<file path="src/rtl/alu_req_arbiter_if.sv">
// Bundle of requester, response and ALU-side signals for alu_req_arbiter.
// slave is the arbiter's view; master is the surrounding environment's view.
interface alu_req_arbiter_if;
  logic       req0_valid;
  logic       req0_ready;
  logic [1:0] req0_op;
  logic [7:0] req0_x;
  logic [7:0] req0_y;

  logic       req1_valid;
  logic       req1_ready;
  logic [1:0] req1_op;
  logic [7:0] req1_x;
  logic [7:0] req1_y;

  logic       resp_valid;
  logic       resp_ready;
  logic       resp_id;
  logic [7:0] resp_data;
  logic [4:0] resp_flags;

  logic       alu_add;
  logic       alu_sub;
  logic       alu_inc;
  logic       alu_dec;
  logic [7:0] alu_x;
  logic [7:0] alu_y;
  logic [7:0] alu_b;
  logic       alu_cf;
  logic       alu_af;
  logic       alu_zf;
  logic       alu_sf;
  logic       alu_of;

  modport slave (
    input  req0_valid, req0_op, req0_x, req0_y,
    input  req1_valid, req1_op, req1_x, req1_y,
    output req0_ready, req1_ready,
    input  resp_ready,
    output resp_valid, resp_id, resp_data, resp_flags,
    output alu_add, alu_sub, alu_inc, alu_dec, alu_x, alu_y,
    input  alu_b, alu_cf, alu_af, alu_zf, alu_sf, alu_of
  );

  modport master (
    output req0_valid, req0_op, req0_x, req0_y,
    output req1_valid, req1_op, req1_x, req1_y,
    input  req0_ready, req1_ready,
    output resp_ready,
    input  resp_valid, resp_id, resp_data, resp_flags,
    input  alu_add, alu_sub, alu_inc, alu_dec, alu_x, alu_y,
    output alu_b, alu_cf, alu_af, alu_zf, alu_sf, alu_of
  );
endinterface

</file>
<file path="src/rtl/alu_req_arbiter.sv">
// Round-robin scheduler for two requesters sharing one registered 8-bit ALU.
// Define ALU_ARB_B2B_EN to let RESP accept the next request in the same cycle.
module alu_req_arbiter #(
  parameter logic RR_INIT = 1'b1
) (
  input logic              clk,
  input logic              rst_n,
  alu_req_arbiter_if.slave bus
);

  typedef enum logic [1:0] {IDLE, ISSUE, WAIT, RESP} state_t;

  state_t     state_q, state_d;
  logic       last_grant_q, last_grant_d;
  logic       id_q, id_d;
  logic [3:0] strobe_q, strobe_d;
  logic [7:0] x_q, x_d;
  logic [7:0] y_q, y_d;
  logic       resp_valid_q, resp_valid_d;
  logic       resp_id_q, resp_id_d;
  logic [7:0] resp_data_q, resp_data_d;
  logic [4:0] resp_flags_q, resp_flags_d;

  logic       grant;
  logic       accept_window;
  logic       accept;
  logic [1:0] win_op;

  // A contested cycle goes to whoever was not served last.
  always_comb begin
    grant = (bus.req0_valid && bus.req1_valid) ? ~last_grant_q : bus.req1_valid;
`ifdef ALU_ARB_B2B_EN
    accept_window = (state_q == IDLE) || ((state_q == RESP) && bus.resp_ready);
`else
    accept_window = (state_q == IDLE);
`endif
    accept = accept_window && (bus.req0_valid || bus.req1_valid);
    win_op = grant ? bus.req1_op : bus.req0_op;
  end

  assign bus.req0_ready = accept && !grant;
  assign bus.req1_ready = accept && grant;

  always_comb begin
    state_d      = state_q;
    last_grant_d = last_grant_q;
    id_d         = id_q;
    x_d          = x_q;
    y_d          = y_q;
    strobe_d     = 4'b0000;
    resp_valid_d = resp_valid_q;
    resp_id_d    = resp_id_q;
    resp_data_d  = resp_data_q;
    resp_flags_d = resp_flags_q;

    case (state_q)
      IDLE: begin
        state_d = IDLE;
      end
      ISSUE: begin
        state_d = WAIT;
      end
      WAIT: begin
        state_d      = RESP;
        resp_valid_d = 1'b1;
        resp_id_d    = id_q;
        resp_data_d  = bus.alu_b;
        resp_flags_d = {bus.alu_cf, bus.alu_af, bus.alu_zf, bus.alu_sf, bus.alu_of};
      end
      RESP: begin
        if (bus.resp_ready) begin
          state_d      = IDLE;
          resp_valid_d = 1'b0;
        end
      end
      default: begin
        state_d = IDLE;
      end
    endcase

    // The op is held as its one-hot strobe, which fires only in the ISSUE cycle.
    if (accept) begin
      state_d      = ISSUE;
      last_grant_d = grant;
      id_d         = grant;
      x_d          = grant ? bus.req1_x : bus.req0_x;
      y_d          = grant ? bus.req1_y : bus.req0_y;
      strobe_d     = 4'b0001 << win_op;
    end
  end

  always_ff @(posedge clk or negedge rst_n) begin
    if (!rst_n) begin
      state_q      <= IDLE;
      last_grant_q <= RR_INIT;
      id_q         <= 1'b0;
      x_q          <= 8'h00;
      y_q          <= 8'h00;
      strobe_q     <= 4'b0000;
      resp_valid_q <= 1'b0;
      resp_id_q    <= 1'b0;
      resp_data_q  <= 8'h00;
      resp_flags_q <= 5'b00000;
    end else begin
      state_q      <= state_d;
      last_grant_q <= last_grant_d;
      id_q         <= id_d;
      x_q          <= x_d;
      y_q          <= y_d;
      strobe_q     <= strobe_d;
      resp_valid_q <= resp_valid_d;
      resp_id_q    <= resp_id_d;
      resp_data_q  <= resp_data_d;
      resp_flags_q <= resp_flags_d;
    end
  end

  assign bus.alu_add    = strobe_q[0];
  assign bus.alu_sub    = strobe_q[1];
  assign bus.alu_inc    = strobe_q[2];
  assign bus.alu_dec    = strobe_q[3];
  assign bus.alu_x      = x_q;
  assign bus.alu_y      = y_q;
  assign bus.resp_valid = resp_valid_q;
  assign bus.resp_id    = resp_id_q;
  assign bus.resp_data  = resp_data_q;
  assign bus.resp_flags = resp_flags_q;

endmodule

</file>
<file path="src/flat_wrapper.sv">
// flat-port wrapper written by rule: the top's interface ports become plain ports
module alu_req_arbiter_flat 
#(
  parameter logic RR_INIT = 1'b1
)
  (clk, rst_n, bus_req0_valid, bus_req0_op, bus_req0_x, bus_req0_y, bus_req1_valid, bus_req1_op, bus_req1_x, bus_req1_y, bus_req0_ready, bus_req1_ready, bus_resp_ready, bus_resp_valid, bus_resp_id, bus_resp_data, bus_resp_flags, bus_alu_add, bus_alu_sub, bus_alu_inc, bus_alu_dec, bus_alu_x, bus_alu_y, bus_alu_b, bus_alu_cf, bus_alu_af, bus_alu_zf, bus_alu_sf, bus_alu_of);
  alu_req_arbiter_if bus_i ();
  input logic clk;
  input logic rst_n;
  input wire logic [$bits(bus_i.req0_valid)-1:0] bus_req0_valid;
  input wire logic [$bits(bus_i.req0_op)-1:0] bus_req0_op;
  input wire logic [$bits(bus_i.req0_x)-1:0] bus_req0_x;
  input wire logic [$bits(bus_i.req0_y)-1:0] bus_req0_y;
  input wire logic [$bits(bus_i.req1_valid)-1:0] bus_req1_valid;
  input wire logic [$bits(bus_i.req1_op)-1:0] bus_req1_op;
  input wire logic [$bits(bus_i.req1_x)-1:0] bus_req1_x;
  input wire logic [$bits(bus_i.req1_y)-1:0] bus_req1_y;
  output wire logic [$bits(bus_i.req0_ready)-1:0] bus_req0_ready;
  output wire logic [$bits(bus_i.req1_ready)-1:0] bus_req1_ready;
  input wire logic [$bits(bus_i.resp_ready)-1:0] bus_resp_ready;
  output wire logic [$bits(bus_i.resp_valid)-1:0] bus_resp_valid;
  output wire logic [$bits(bus_i.resp_id)-1:0] bus_resp_id;
  output wire logic [$bits(bus_i.resp_data)-1:0] bus_resp_data;
  output wire logic [$bits(bus_i.resp_flags)-1:0] bus_resp_flags;
  output wire logic [$bits(bus_i.alu_add)-1:0] bus_alu_add;
  output wire logic [$bits(bus_i.alu_sub)-1:0] bus_alu_sub;
  output wire logic [$bits(bus_i.alu_inc)-1:0] bus_alu_inc;
  output wire logic [$bits(bus_i.alu_dec)-1:0] bus_alu_dec;
  output wire logic [$bits(bus_i.alu_x)-1:0] bus_alu_x;
  output wire logic [$bits(bus_i.alu_y)-1:0] bus_alu_y;
  input wire logic [$bits(bus_i.alu_b)-1:0] bus_alu_b;
  input wire logic [$bits(bus_i.alu_cf)-1:0] bus_alu_cf;
  input wire logic [$bits(bus_i.alu_af)-1:0] bus_alu_af;
  input wire logic [$bits(bus_i.alu_zf)-1:0] bus_alu_zf;
  input wire logic [$bits(bus_i.alu_sf)-1:0] bus_alu_sf;
  input wire logic [$bits(bus_i.alu_of)-1:0] bus_alu_of;
  assign bus_i.req0_valid = bus_req0_valid;
  assign bus_i.req0_op = bus_req0_op;
  assign bus_i.req0_x = bus_req0_x;
  assign bus_i.req0_y = bus_req0_y;
  assign bus_i.req1_valid = bus_req1_valid;
  assign bus_i.req1_op = bus_req1_op;
  assign bus_i.req1_x = bus_req1_x;
  assign bus_i.req1_y = bus_req1_y;
  assign bus_req0_ready = bus_i.req0_ready;
  assign bus_req1_ready = bus_i.req1_ready;
  assign bus_i.resp_ready = bus_resp_ready;
  assign bus_resp_valid = bus_i.resp_valid;
  assign bus_resp_id = bus_i.resp_id;
  assign bus_resp_data = bus_i.resp_data;
  assign bus_resp_flags = bus_i.resp_flags;
  assign bus_alu_add = bus_i.alu_add;
  assign bus_alu_sub = bus_i.alu_sub;
  assign bus_alu_inc = bus_i.alu_inc;
  assign bus_alu_dec = bus_i.alu_dec;
  assign bus_alu_x = bus_i.alu_x;
  assign bus_alu_y = bus_i.alu_y;
  assign bus_i.alu_b = bus_alu_b;
  assign bus_i.alu_cf = bus_alu_cf;
  assign bus_i.alu_af = bus_alu_af;
  assign bus_i.alu_zf = bus_alu_zf;
  assign bus_i.alu_sf = bus_alu_sf;
  assign bus_i.alu_of = bus_alu_of;
  alu_req_arbiter #(.RR_INIT(RR_INIT)) u_core (.clk(clk), .rst_n(rst_n), .bus(bus_i));
endmodule
</file>
<file path="config.mk">
export PLATFORM = sky130hd
export DESIGN_NAME = alu_req_arbiter_flat
export DESIGN_NICKNAME = d
export VERILOG_FILES = /design/src/rtl/alu_req_arbiter_if.sv /design/src/rtl/alu_req_arbiter.sv /design/src/flat_wrapper.sv
export SDC_FILE = /design/constraint.sdc
export NUM_CORES = 1
export LEC_CHECK = 0
export CORE_UTILIZATION = 41
export CTS_CLUSTER_DIAMETER = 30
export DETAILED_ROUTE_END_ITERATION = 8
export HOLD_SLACK_MARGIN = 0.15
export PLACE_DENSITY_LB_ADDON = 0.3
export SYNTH_ARGS = -nofsm -noshare
export SYNTH_HDL_FRONTEND = slang
export SYNTH_SLANG_ARGS = --single-unit
export TNS_END_PERCENT = 20
</file>
<file path="constraint.sdc">
create_clock -name clk -period 5.3 [get_ports clk]
set_clock_uncertainty 0.1 [all_clocks]
set_input_delay 1.325 -clock clk [delete_from_list [all_inputs] [get_ports clk]]
set_output_delay 1.325 -clock clk [all_outputs]
set_load 0.005 [all_outputs]
</file>
==> run summary <==
Ant. Diodes -> 0
Seq/Total Area, Yosys -> 58.5%
Clock share of power -> 13.6%
Largest area contributor in the netlist -> dfrtp_1
CP startpoint kind -> input port
Flops & latches, synth -> 39
Resized cells post-CTS -> 0
Total GRT Usage -> 19.7%
CTS Root Cell -> clkbuf_8
Crit-path cells -> clkdlybuf4s50_1 > a21boi_2 > and2_4 > clkdlybuf4s50_1
Sw frac -> 28.5%
Post-Synth XOR/XNOR Area -> 0%
Peak supply drop -> 233 uV
CP max stage delay -> 0.55 ns
Worst-skew pair later-pin latency -> 0.29 ns
Via count -> 1336
Status -> finished clean
Cts hold-fix bufs -> 0
Most frequent cells in the layout -> clkdlybuf4s50_1 (89), dfrtp_1 (38), and2_1 (18)
Hold endpoint -> u_core.id_q
Setup Fix Bufs, Post-CTS -> 0
Worst path slowest cell -> clkdlybuf4s50_1
Share of layout cells above drive strength 1 -> 12.6%
Pwr Total -> 1350 uW
Warnings from Yosys -> 0
Min Tclk post-route -> 4.43 ns
DR pass1 iterations -> 4
Nets -> 271
Routed wl met2 -> 1750 um
DRC -> 0
Synth Area in Adders -> 2.25%
Max-cap violations -> 0
Final Hold Fails -> 0
Clock buffer depth -> 2
Setup TNS -> 0 ns
Area Growth Syn to Fin -> 59.3%
Uppermost layer routed -> met4
CTS Buf Count -> 5
Crit path max-delay family -> buffers and inverters
Reg2reg end -> u_core.state_q[1]
Final ANT Viol Nets -> 0
Slew HR -> 24.7%
Synth Net Count -> 181
# IOs -> 91
Yosys cell types -> 23
Seq pwr share -> 38.1%
Final Setup Violations -> 0
Die H -> 65.8 um
Die width -> 65.8 um
Clock sinks -> 39
Cell Area, Placed -> 2580 um2
Hold Crit Class -> reg2reg
Vias per cell -> 5.08
Top cell type's share of synthesized area -> 57.0%
Peak Freq -> 226 MHz
Largest net degree at the start of global routing -> 40
Worst Min Path Start -> u_core.id_q
Avg Synthesized Cell Area -> 13.5 um2
Commonest non-fill, non-tap cell in the layout -> clkdlybuf4s50_1
WHS Path Cells -> 1
Max H-tree Level -> 2
Initial Utilization -> 44.3%
Row count -> 22
Placed insts -> 255
Critical Path Sink Type -> output port
Comb pwr share -> 48.3%
Leak -> 0.00113 uW
Part of the cycle the worst path needs -> 83.5%
Die ar. -> 4330 um2
Wire length on met1 -> 1540 um
Final Slew Violations -> 0
Switching power -> 383 uW
Worst path arrival time -> 3.00 ns
CTS tree -> yes
RSZ-0062 raised after global routing -> no
Met3 WL -> 342 um
Worst EP required -> 3.88 ns
R2r setup slk -> 3.33 ns
Main combinational cell family by area after synthesis -> compound AO/OA/AOI/OAI gates
GR Overflow Total -> 0
Worst R2R Path Depth -> 5
Initial antenna violation count -> 0
PortBufs -> 90
Crit path kind -> in2out
Placer Congestion -> 0.750
Final non-filler cell total -> 263
CP most frequent cell -> clkdlybuf4s50_1
Cells after Synth -> 124
CP Depth -> 4
CP max FO -> 19
Post-Synth Simple-Gate Area -> 10.3%
Fin Hold WS -> 0.391 ns
DP HPWL -> 2700 um
Power per Cell Area -> 506 nW/um2
First-pass GRT wire length -> 6270 um
Clock transition at the registers of the reported paths -> 0.07 ns
P_int -> 963 uW
Total core area -> 3770 um2
Cell area after synthesis -> 1670 um2
R2r startpoint -> u_core.state_q[0]
Least-Margin Pin Slew -> 1.12 ns
DR iter-0 viols -> 66
Synth area leaders -> dfrtp_1 (57%), mux2_2 (11%), a221o_1 (9.6%)
Vias in the first global route -> 1378
Total wire length -> 3680 um
CP Buf/Inv Count -> 2
Design Area, Final -> 2660 um2
WL per Instance -> 14.0 um
Mux cell area share after synthesis -> 11.4%
Synth Area in Compound Gates -> 13.5%
==> per-layer routing <==
layer | vias to the layer above | global-route usage (%)
met2 | 69 | 32.4
met1 | 636 | 23.4
met4 | 0 | 7.34
li1 | 626 | -
met5 | - | 0
met3 | 5 | 7.41
==> how the worst max path moves through the flow <==
stage / endpoint / start / slack (ns)
CTS: bus_req1_ready / bus_req1_valid / 0.88
floorplan: bus_req1_ready / bus_req1_valid / 1.92
detailed placement: bus_req1_ready / bus_req1_valid / 0.90
global placement: bus_req1_ready / bus_req1_valid / 0.94
finish: bus_req1_ready / bus_req1_valid / 0.87
global route: bus_req1_ready / bus_req1_valid / 0.79
==> synthesized netlist by cell type <==
cell type / n
nand3b_1: 2
inv_1: 3
and2_1: 18
dfrtp_1: 38
buf_2: 2
nand3_1: 2
dfstp_2: 1
a221o_1: 16
o211ai_1: 1
mux2_2: 16
nand2_1: 1
clkbuf_1: 3
buf_6: 3
a21o_1: 2
a21boi_2: 1
nor2_1: 1
o22ai_1: 1
a21oi_1: 4
o21ai_1: 1
ha_1: 3
mux2i_1: 1
nand2b_1: 3
and2_4: 1
==> metrics by stage <==
stage,utilization (%),setup WS [ns]
after floorplan,-,1.92
after global placement,68.3,0.936
after detailed placement,68.3,0.899
after CTS,70.5,0.883
after global routing,70.5,0.794
final,70.5,0.872
==> logic make-up (layout without fill, tap and decap cells) <==
kind of cell             after synthesis  count (layout)
AND/OR/NAND/NOR                       28              28
multiplexers                          17              17
buffers and inverters                 11             102
adder cells (fa/ha/maj)                3               3
AO/OA/AOI/OAI                         26              26
flip-flops                            39              39
==> power groups by stage <==
stage	registers [uW]	logic (uW)	clock network, uW
after global routing	533	713	203
final	513	650	183
after global placement	508	638	0
after CTS	514	660	188
after detailed placement	516	657	0
after floorplan	518	312	0
==> state kept, by name, indices dropped and copies added, names as in the netlist <==
signal,cells
u_core.bus.alu_x,8
u_core.bus.alu_y,8
u_core.bus.resp_data,8
u_core.bus.resp_flags,5
u_core.bus.resp_id,1
u_core.bus.resp_valid,1
u_core.id_q,1
u_core.last_grant_q,1
u_core.state_q,2
u_core.strobe_q,4
==> area by class of cell <==
class	instances	area, um2
multi-input cells	74	626
flip-flops and latches	39	977
clock inverters	1	5.00
repair buffers	91	903
well taps	48	60.1
clock buffers	7	76.3
fillers	246	1110
inverters	3	11.3
Power figures use the tool's default switching activity.
